File: src/rtl/aer_event_receiver_pkg.sv
// Shared definitions for the AER event receiver: line count, event-code
// encoding and the fixed-priority pick used by the FIFO arbiter.
package aer_event_receiver_pkg;

    localparam int unsigned NUM_LINES = 4;
    localparam int unsigned CODE_W    = 2;

    // Event codes double as line indices into the {Ch2Down, Ch2Up, Ch1Down, Ch1Up} vector.
    typedef enum logic [CODE_W-1:0] {
        EV_CH1_UP   = 2'b00,
        EV_CH1_DOWN = 2'b01,
        EV_CH2_UP   = 2'b10,
        EV_CH2_DOWN = 2'b11
    } ev_code_e;

    // Lowest set index wins: Ch1Up > Ch1Down > Ch2Up > Ch2Down.
    function automatic logic [CODE_W-1:0] prio_pick(input logic [NUM_LINES-1:0] req);
        logic [CODE_W-1:0] sel;
        sel = '0;
        for (int i = NUM_LINES - 1; i >= 0; i--) begin
            if (req[i]) sel = CODE_W'(i);
        end
        return sel;
    endfunction

endpackage

File: src/rtl/aer_event_receiver_if.sv
// Show-ahead event stream from the receiver FIFO to its consumer.
//   ev_code  : head-of-FIFO event code (source -> sink)
//   ev_valid : FIFO non-empty            (source -> sink)
//   ev_ready : consumer takes the head   (sink -> source)
interface aer_event_receiver_if;
    import aer_event_receiver_pkg::*;

    logic [CODE_W-1:0] ev_code;
    logic              ev_valid;
    logic              ev_ready;

    modport master (output ev_code, output ev_valid, input ev_ready);
    modport slave  (input ev_code, input ev_valid, output ev_ready);
endinterface

File: src/rtl/aer_sync_edge.sv
// Synchroniser plus rising-edge detector for one asynchronous AER line.
//   clk, reset : system clock, async active-low reset
//   async_in   : raw line, asynchronous to clk
//   arm        : enables detection (low during the post-reset settle window)
//   edge_out   : one-cycle pulse when the synchronised line rises
module aer_sync_edge #(
    parameter int unsigned SYNC_STAGES = 2
) (
    input  logic clk,
    input  logic reset,
    input  logic async_in,
    input  logic arm,
    output logic edge_out
);

    logic [SYNC_STAGES-1:0] sync_q;
    logic                   edge_q;

    // Synchroniser chain followed by the previous-value register.
    always_ff @(posedge clk or negedge reset) begin
        if (!reset) begin
            sync_q <= '0;
            edge_q <= 1'b0;
        end else begin
            sync_q <= {sync_q[SYNC_STAGES-2:0], async_in};
            edge_q <= sync_q[SYNC_STAGES-1];
        end
    end

    assign edge_out = arm & sync_q[SYNC_STAGES-1] & ~edge_q;

endmodule

File: src/rtl/aer_event_receiver.sv
// AER event receiver: synchronises the four channel lines, counts net
// position per channel with saturation, and queues event codes in
// arrival order into a show-ahead FIFO.
//   clk, reset          : system clock, async active-low reset
//   Ch1Up..Ch2Down      : asynchronous event lines
//   clear               : sync clear of position counters and overflow
//   ev                  : event stream (code/valid/ready)
//   pos_ch1, pos_ch2    : signed saturating net counts
//   overflow            : sticky, an event was lost from the FIFO path
module aer_event_receiver
    import aer_event_receiver_pkg::*;
#(
    parameter int unsigned SYNC_STAGES = 2,
    parameter int unsigned FIFO_DEPTH  = 8,
    parameter int unsigned CNT_W       = 16
) (
    input  logic                    clk,
    input  logic                    reset,
    input  logic                    Ch1Up,
    input  logic                    Ch1Down,
    input  logic                    Ch2Up,
    input  logic                    Ch2Down,
    input  logic                    clear,
    aer_event_receiver_if.master    ev,
    output logic signed [CNT_W-1:0] pos_ch1,
    output logic signed [CNT_W-1:0] pos_ch2,
    output logic                    overflow
);

    localparam int unsigned PTR_W = $clog2(FIFO_DEPTH);
    localparam int unsigned ARM_N = SYNC_STAGES + 1;
    localparam int unsigned ARM_W = $clog2(SYNC_STAGES + 2);

    logic [ARM_W-1:0]     arm_cnt;
    logic                 arm;
    logic [NUM_LINES-1:0] lines;
    logic [NUM_LINES-1:0] det;
    logic [NUM_LINES-1:0] pend;
    logic [NUM_LINES-1:0] pend_nx;
    logic [NUM_LINES-1:0] push_oh;
    logic [NUM_LINES-1:0] drop;
    logic [CODE_W-1:0]    mem [FIFO_DEPTH];
    logic [PTR_W:0]       wr_ptr;
    logic [PTR_W:0]       rd_ptr;
    logic                 empty;
    logic                 full;
    logic                 pop;
    logic                 push;
    logic [CODE_W-1:0]    push_code;

    // Saturating counter step; clear discards the old value but keeps this cycle's update.
    function automatic logic signed [CNT_W-1:0] next_pos(
        input logic signed [CNT_W-1:0] cur,
        input logic                    up,
        input logic                    dn,
        input logic                    clr
    );
        logic signed [CNT_W:0] sum;
        sum = clr ? '0 : {cur[CNT_W-1], cur};
        if (up && !dn)      sum = sum + (CNT_W+1)'(1);
        else if (dn && !up) sum = sum - (CNT_W+1)'(1);
        if (sum[CNT_W] != sum[CNT_W-1])
            return sum[CNT_W] ? {1'b1, {(CNT_W-1){1'b0}}} : {1'b0, {(CNT_W-1){1'b1}}};
        return sum[CNT_W-1:0];
    endfunction

    assign lines = {Ch2Down, Ch2Up, Ch1Down, Ch1Up};

    // Hold off detection until the synchronisers hold post-reset samples,
    // so a line already high at reset release is not taken as an edge.
    always_ff @(posedge clk or negedge reset) begin
        if (!reset)   arm_cnt <= '0;
        else if (!arm) arm_cnt <= arm_cnt + ARM_W'(1);
    end
    assign arm = (arm_cnt == ARM_W'(ARM_N));

    for (genvar g = 0; g < NUM_LINES; g++) begin : g_line
        aer_sync_edge #(.SYNC_STAGES(SYNC_STAGES)) u_sync_edge (
            .clk      (clk),
            .reset    (reset),
            .async_in (lines[g]),
            .arm      (arm),
            .edge_out (det[g])
        );
    end

    // FIFO status, arbitration and pending-flag update.
    always_comb begin
        empty     = (wr_ptr == rd_ptr);
        full      = (wr_ptr[PTR_W] != rd_ptr[PTR_W]) &&
                    (wr_ptr[PTR_W-1:0] == rd_ptr[PTR_W-1:0]);
        pop       = !empty && ev.ev_ready;
        push      = (|pend) && (!full || pop);
        push_code = prio_pick(pend);
        push_oh   = push ? (NUM_LINES'(1) << push_code) : '0;
        // An event is lost only if its line is still pending after this cycle's push.
        drop      = det & pend & ~push_oh;
        pend_nx   = (pend & ~push_oh) | det;
    end

    assign ev.ev_valid = !empty;
    assign ev.ev_code  = empty ? '0 : mem[rd_ptr[PTR_W-1:0]];

    always_ff @(posedge clk) begin
        if (push) mem[wr_ptr[PTR_W-1:0]] <= push_code;
    end

    always_ff @(posedge clk or negedge reset) begin
        if (!reset) begin
            wr_ptr <= '0;
            rd_ptr <= '0;
            pend   <= '0;
        end else begin
            if (push) wr_ptr <= wr_ptr + (PTR_W+1)'(1);
            if (pop)  rd_ptr <= rd_ptr + (PTR_W+1)'(1);
            pend <= pend_nx;
        end
    end

    // Counters track every detected edge, independent of FIFO state.
    always_ff @(posedge clk or negedge reset) begin
        if (!reset) begin
            pos_ch1  <= '0;
            pos_ch2  <= '0;
            overflow <= 1'b0;
        end else begin
            pos_ch1  <= next_pos(pos_ch1, det[EV_CH1_UP], det[EV_CH1_DOWN], clear);
            pos_ch2  <= next_pos(pos_ch2, det[EV_CH2_UP], det[EV_CH2_DOWN], clear);
            overflow <= (overflow & ~clear) | (|drop);
        end
    end

endmodule
File: src/flat_wrapper.sv
// flat-port wrapper written by rule: the top's interface ports become plain ports
module aer_event_receiver_flat import aer_event_receiver_pkg::*;
#(
    parameter int unsigned SYNC_STAGES = 2,
    parameter int unsigned FIFO_DEPTH  = 8,
    parameter int unsigned CNT_W       = 16
)
  (clk, reset, Ch1Up, Ch1Down, Ch2Up, Ch2Down, clear, pos_ch1, pos_ch2, overflow, ev_ev_code, ev_ev_valid, ev_ev_ready);
  aer_event_receiver_if ev_i ();
  input  logic clk;
  input  logic reset;
  input  logic Ch1Up;
  input  logic Ch1Down;
  input  logic Ch2Up;
  input  logic Ch2Down;
  input  logic clear;
  output logic signed [CNT_W-1:0] pos_ch1;
  output logic signed [CNT_W-1:0] pos_ch2;
  output logic overflow;
  output wire logic [$bits(ev_i.ev_code)-1:0] ev_ev_code;
  output wire logic [$bits(ev_i.ev_valid)-1:0] ev_ev_valid;
  input wire logic [$bits(ev_i.ev_ready)-1:0] ev_ev_ready;
  assign ev_ev_code = ev_i.ev_code;
  assign ev_ev_valid = ev_i.ev_valid;
  assign ev_i.ev_ready = ev_ev_ready;
  aer_event_receiver #(.SYNC_STAGES(SYNC_STAGES), .FIFO_DEPTH(FIFO_DEPTH), .CNT_W(CNT_W)) u_core (.clk(clk), .reset(reset), .Ch1Up(Ch1Up), .Ch1Down(Ch1Down), .Ch2Up(Ch2Up), .Ch2Down(Ch2Down), .clear(clear), .ev(ev_i), .pos_ch1(pos_ch1), .pos_ch2(pos_ch2), .overflow(overflow));
endmodule
File: config.mk
export PLATFORM = sky130hd
export DESIGN_NAME = aer_event_receiver_flat
export DESIGN_NICKNAME = d
export VERILOG_FILES = /design/src/rtl/aer_event_receiver_pkg.sv /design/src/rtl/aer_event_receiver_if.sv /design/src/rtl/aer_sync_edge.sv /design/src/rtl/aer_event_receiver.sv /design/src/flat_wrapper.sv
export SDC_FILE = /design/constraint.sdc
export NUM_CORES = 1
export LEC_CHECK = 0
export CAP_MARGIN = 10
export CORE_MARGIN = 2
export CORE_UTILIZATION = 49
export CTS_BUF_LIST = sky130_fd_sc_hd__clkbuf_8
export CTS_CLUSTER_SIZE = 30
export DETAILED_ROUTE_END_ITERATION = 8
export PLACE_DENSITY = 0.7
export RECOVER_POWER = 100
export SYNTH_ARGS = -nofsm -noshare
export SYNTH_HDL_FRONTEND = slang
export SYNTH_SLANG_ARGS = --single-unit
File: constraint.sdc
create_clock -name clk -period 6.01 [get_ports clk]
set_clock_uncertainty 0.1 [all_clocks]
set_input_delay 0.9015 -clock clk [delete_from_list [all_inputs] [get_ports clk]]
set_output_delay 0.9015 -clock clk [all_outputs]
set_load 0.01 [all_outputs]
==> impl_metrics.csv <==
group,metric,value,unit
setup_path,cp-end-kind,"flip-flop",
cts,cts_sinks,75,
cts,numCtsBuffers,9,
drt,drc,0,
global_route,grt_pass1_vias,3700,
timing,finalHoldViolCount,0,
setup_path,regToRegSetupSlack,2.30,ns
timing,clock.fmax,213.4,MHz
logic_synthesis,ys_warn_count,0,
timing,period_minus_slack,4.687,ns
floorplan,dieArea,0.01014,sq mm
power_and_ir_drop,ir_worst_vdd,0.1954,mV
timing,tightest_slew,3.116,ns
floorplan,rows,35,
power_and_ir_drop,p_seq_share,42.2,%
cells_and_area,layout_common_cells,"59 x dfrtp_1, 52 x nand2_1, 42 x dlygate4sd3_1, 31 x nor2_1, 29 x maj3_1",
run_status,violations,"max-capacitance violations, max-slew violations",
setup_path,critPathRequiredTime,6.21,ns
timing,slew_headroom,-107.7,%
timing,maxSlewViolCount,77,
placement,routabilityCongestion,0.9151,
floorplan,core-area,0.009153,sq mm
cells_and_area,n_antenna_cell,0,
placement,portBuffers,43,
logic_synthesis,yosysTopAreaCellShare,32.21,%
global_route,antenna_found_initial,0,
logic_synthesis,synth_edf_count,16,
logic_synthesis,yosysTopAreaCell,"dfrtp_1",
drt,via_per_inst,6.117,
cts,cts_root_buffer,"clkbuf_8",
power_and_ir_drop,p_int,1.331,mW
logic_synthesis,ys_types,75,
placement,place_hpwl,7339,um
drt,wirelength,10460,um
floorplan,die_height,100.7,um
floorplan,die_x,100.7,um
cells_and_area,fillers,834,
power_and_ir_drop,combPwrFrac,39.6,%
cells_and_area,drive_above_1_share,10.74,%
timing,fin_crit_sh,77.98,%
cells_and_area,nets,513,
worst_hold_path,hp-class,"reg -> reg",
timing,setup_violations,0,
global_route,grt_max_degree,60,
logic_synthesis,synth.avg_cell_area,9.920,sq um
run,maxCapViolCount,2,
logic_synthesis,synthSimpleGateAreaFrac,25.06,%
logic_synthesis,async_flop_share,78.67,%
cts,postCtsHoldBufs,0,
global_route,track_usage,21.89,%
setup_path,criticalPathCategory,"in -> reg",
cts,cts_buffer_depth,2,
logic_synthesis,synth_fa_ha_area_share,8.490,%
drt,first_pass_iters,4,
logic_synthesis,synthXorXnorAreaFrac,4.013,%
drt,vias,3756,
cts,clkSlewWorstSetupHoldPaths,0.09,ns
power_and_ir_drop,power.leakage,2.063,nW
setup_path,startpoint_type,"input port",
power_and_ir_drop,p_switching,875.8,uW
setup_path,critical_path.max_fanout,16,
timing,finalSetupTns,0,ns
logic_synthesis,synth_area_leaders,"dfrtp_1 32%, edfxtp_1 10%, maj3_1 4.4%",
cts,htree_levels,3,
drt,wl_per_cell,17.03,um
drt,antenna_left,0,
global_route,grt_pass1_wl,17620,um
logic_synthesis,synthFlopType,"dfrtp_1",
cells_and_area,syn2layout_area_growth,13.65,%
run_status,status,"finished with violations",
drt,first_iter_violations,186,
global_route,grt-ovfl-total,0,
cells_and_area,layout_commonest_cell,"dfrtp_1",
logic_synthesis,synth-seq-cells,75,
logic_synthesis,syn_nets,477,
cts,cts.repair.resized,0,
logic_synthesis,synth.mux.area_fraction,3.576,%
cts,post_cts_buffers,0,
setup_path,cp.arrival,4.89,ns
floorplan,start_util,50.08,%
logic_synthesis,post_synth_inst_count,462,
logic_synthesis,synth_top_family_by_area,"simple AND/OR/NAND/NOR gates",
power_and_ir_drop,p_per_area,423.7,mW/mm^2
timing,rsz0062_at_grt,"false",
cts,cts_tree,"yes",
logic_synthesis,syn_area,0.004583,sq mm
floorplan,ioPinCount,44,
logic_synthesis,synth-seq-area-share,42.70,%
cts,clk_latency,0.36,ns
cells_and_area,fin_area,0.005209,sq mm
power_and_ir_drop,p_clk_share,18.1,%
logic_synthesis,synth_compound_area_share,12.26,%
placement,placed_cell_area,0.005044,sq mm
power_and_ir_drop,netSwitchingFraction,39.68,%
power by group through the flow:
stage                     clock, mW  combinational (mW)  sequential (mW)
final                         0.400               0.875            0.931
after CTS                     0.409               0.930            0.933
after global placement            0               0.909            0.934
after floorplan                   0               0.634            0.861
after global routing          0.432               0.972            0.959
after detailed placement          0               0.926            0.941
state kept, by name, indices dropped and copies added (netlist names), 4 cells and up:
register	count
u_core.mem	16
u_core.wr_ptr	4
u_core.pend	4
u_core.g_line.u_sync_edge.edge_q	4
u_core.g_line.u_sync_edge.sync_q	8
u_core.pos_ch2	16
u_core.pos_ch1	16
u_core.rd_ptr	4
routing by layer:
layer,routed length (um),track usage [%]
met2,4938,35.13
met5,0,0
met1,4755,29.42
met3,491,3.121
met4,273,10.01
Yosys cell counts, types with 11 or more instances:
master and number:
nand4_1 11, inv_1 11, xnor2_1 18, nor4_1 14, o21ai_0 13, nand3_1 21
nand2_1 52, nor2_1 31, maj3_1 20, nor3_1 16, edfxtp_1 16, dfrtp_1 59
worst paths after layout:
kind | start | to | cells after the start
min | u_core.g_line[3].u_sync_edge.sync_q[0] | u_core.g_line[3].u_sync_edge.sync_q[1] | 0
max in group asynchronous | reset | u_core.g_line[1].u_sync_edge.sync_q[1] | 2
max reg2reg | u_core.arm_cnt[0] | u_core.pos_ch2[14] | 7
min in group asynchronous | reset | u_core.pos_ch1[9] | 2
max | clear | u_core.pos_ch2[14] | 11
min reg2reg | u_core.g_line[3].u_sync_edge.sync_q[0] | u_core.g_line[3].u_sync_edge.sync_q[1] | 0
area by class of cell:
class | count | area, sq um | share of cell area [%]
inverter | 12 | 45.04 | 0.8648
timing repair buffer | 47 | 451.7 | 8.672
sequential | 75 | 1957 | 37.57
multi-input combinational | 353 | 2417 | 46.41
clock inverter | 7 | 75.07 | 1.441
clock buffer | 9 | 123.9 | 2.378
tap | 111 | 138.9 | 2.666
worst max-delay path, cell delays in order:
cell and delay, ns:
dlygate4sd3_1 0.56, clkinv_1 0.24, buf_4 0.27, nand2_1 0.14, inv_1 0.08, ha_1 0.17, nand3_1 0.13, nor3_1 0.27
a31oi_1 0.11, a221oi_1 1.56, maj3_1 0.42
stage by stage:
stage	utilization [%]	std cells	power (mW)	hold WS, ns	setup WS [ns]
after CTS	57.28	614	2.272	0.2560	2.148
after global routing	56.91	614	2.363	0.2732	0.9618
after floorplan	-	462	1.494	0.2312	2.668
final	56.91	614	2.207	0.2516	1.323
after global placement	55.11	598	1.843	0.2336	1.887
after detailed placement	55.11	598	1.867	0.2364	1.759
cells by family (layout without fill, tap and decap cells):
group / after synthesis / after routing
AO/OA/AOI/OAI: 75 / 75
XOR/XNOR: 21 / 21
adder cells (fa/ha/maj): 36 / 36
buffers and inverters: 34 / 75
flip-flops: 75 / 75
multiplexers: 11 / 11
AND/OR/NAND/NOR: 210 / 210
(Power assumes the default switching activity.)
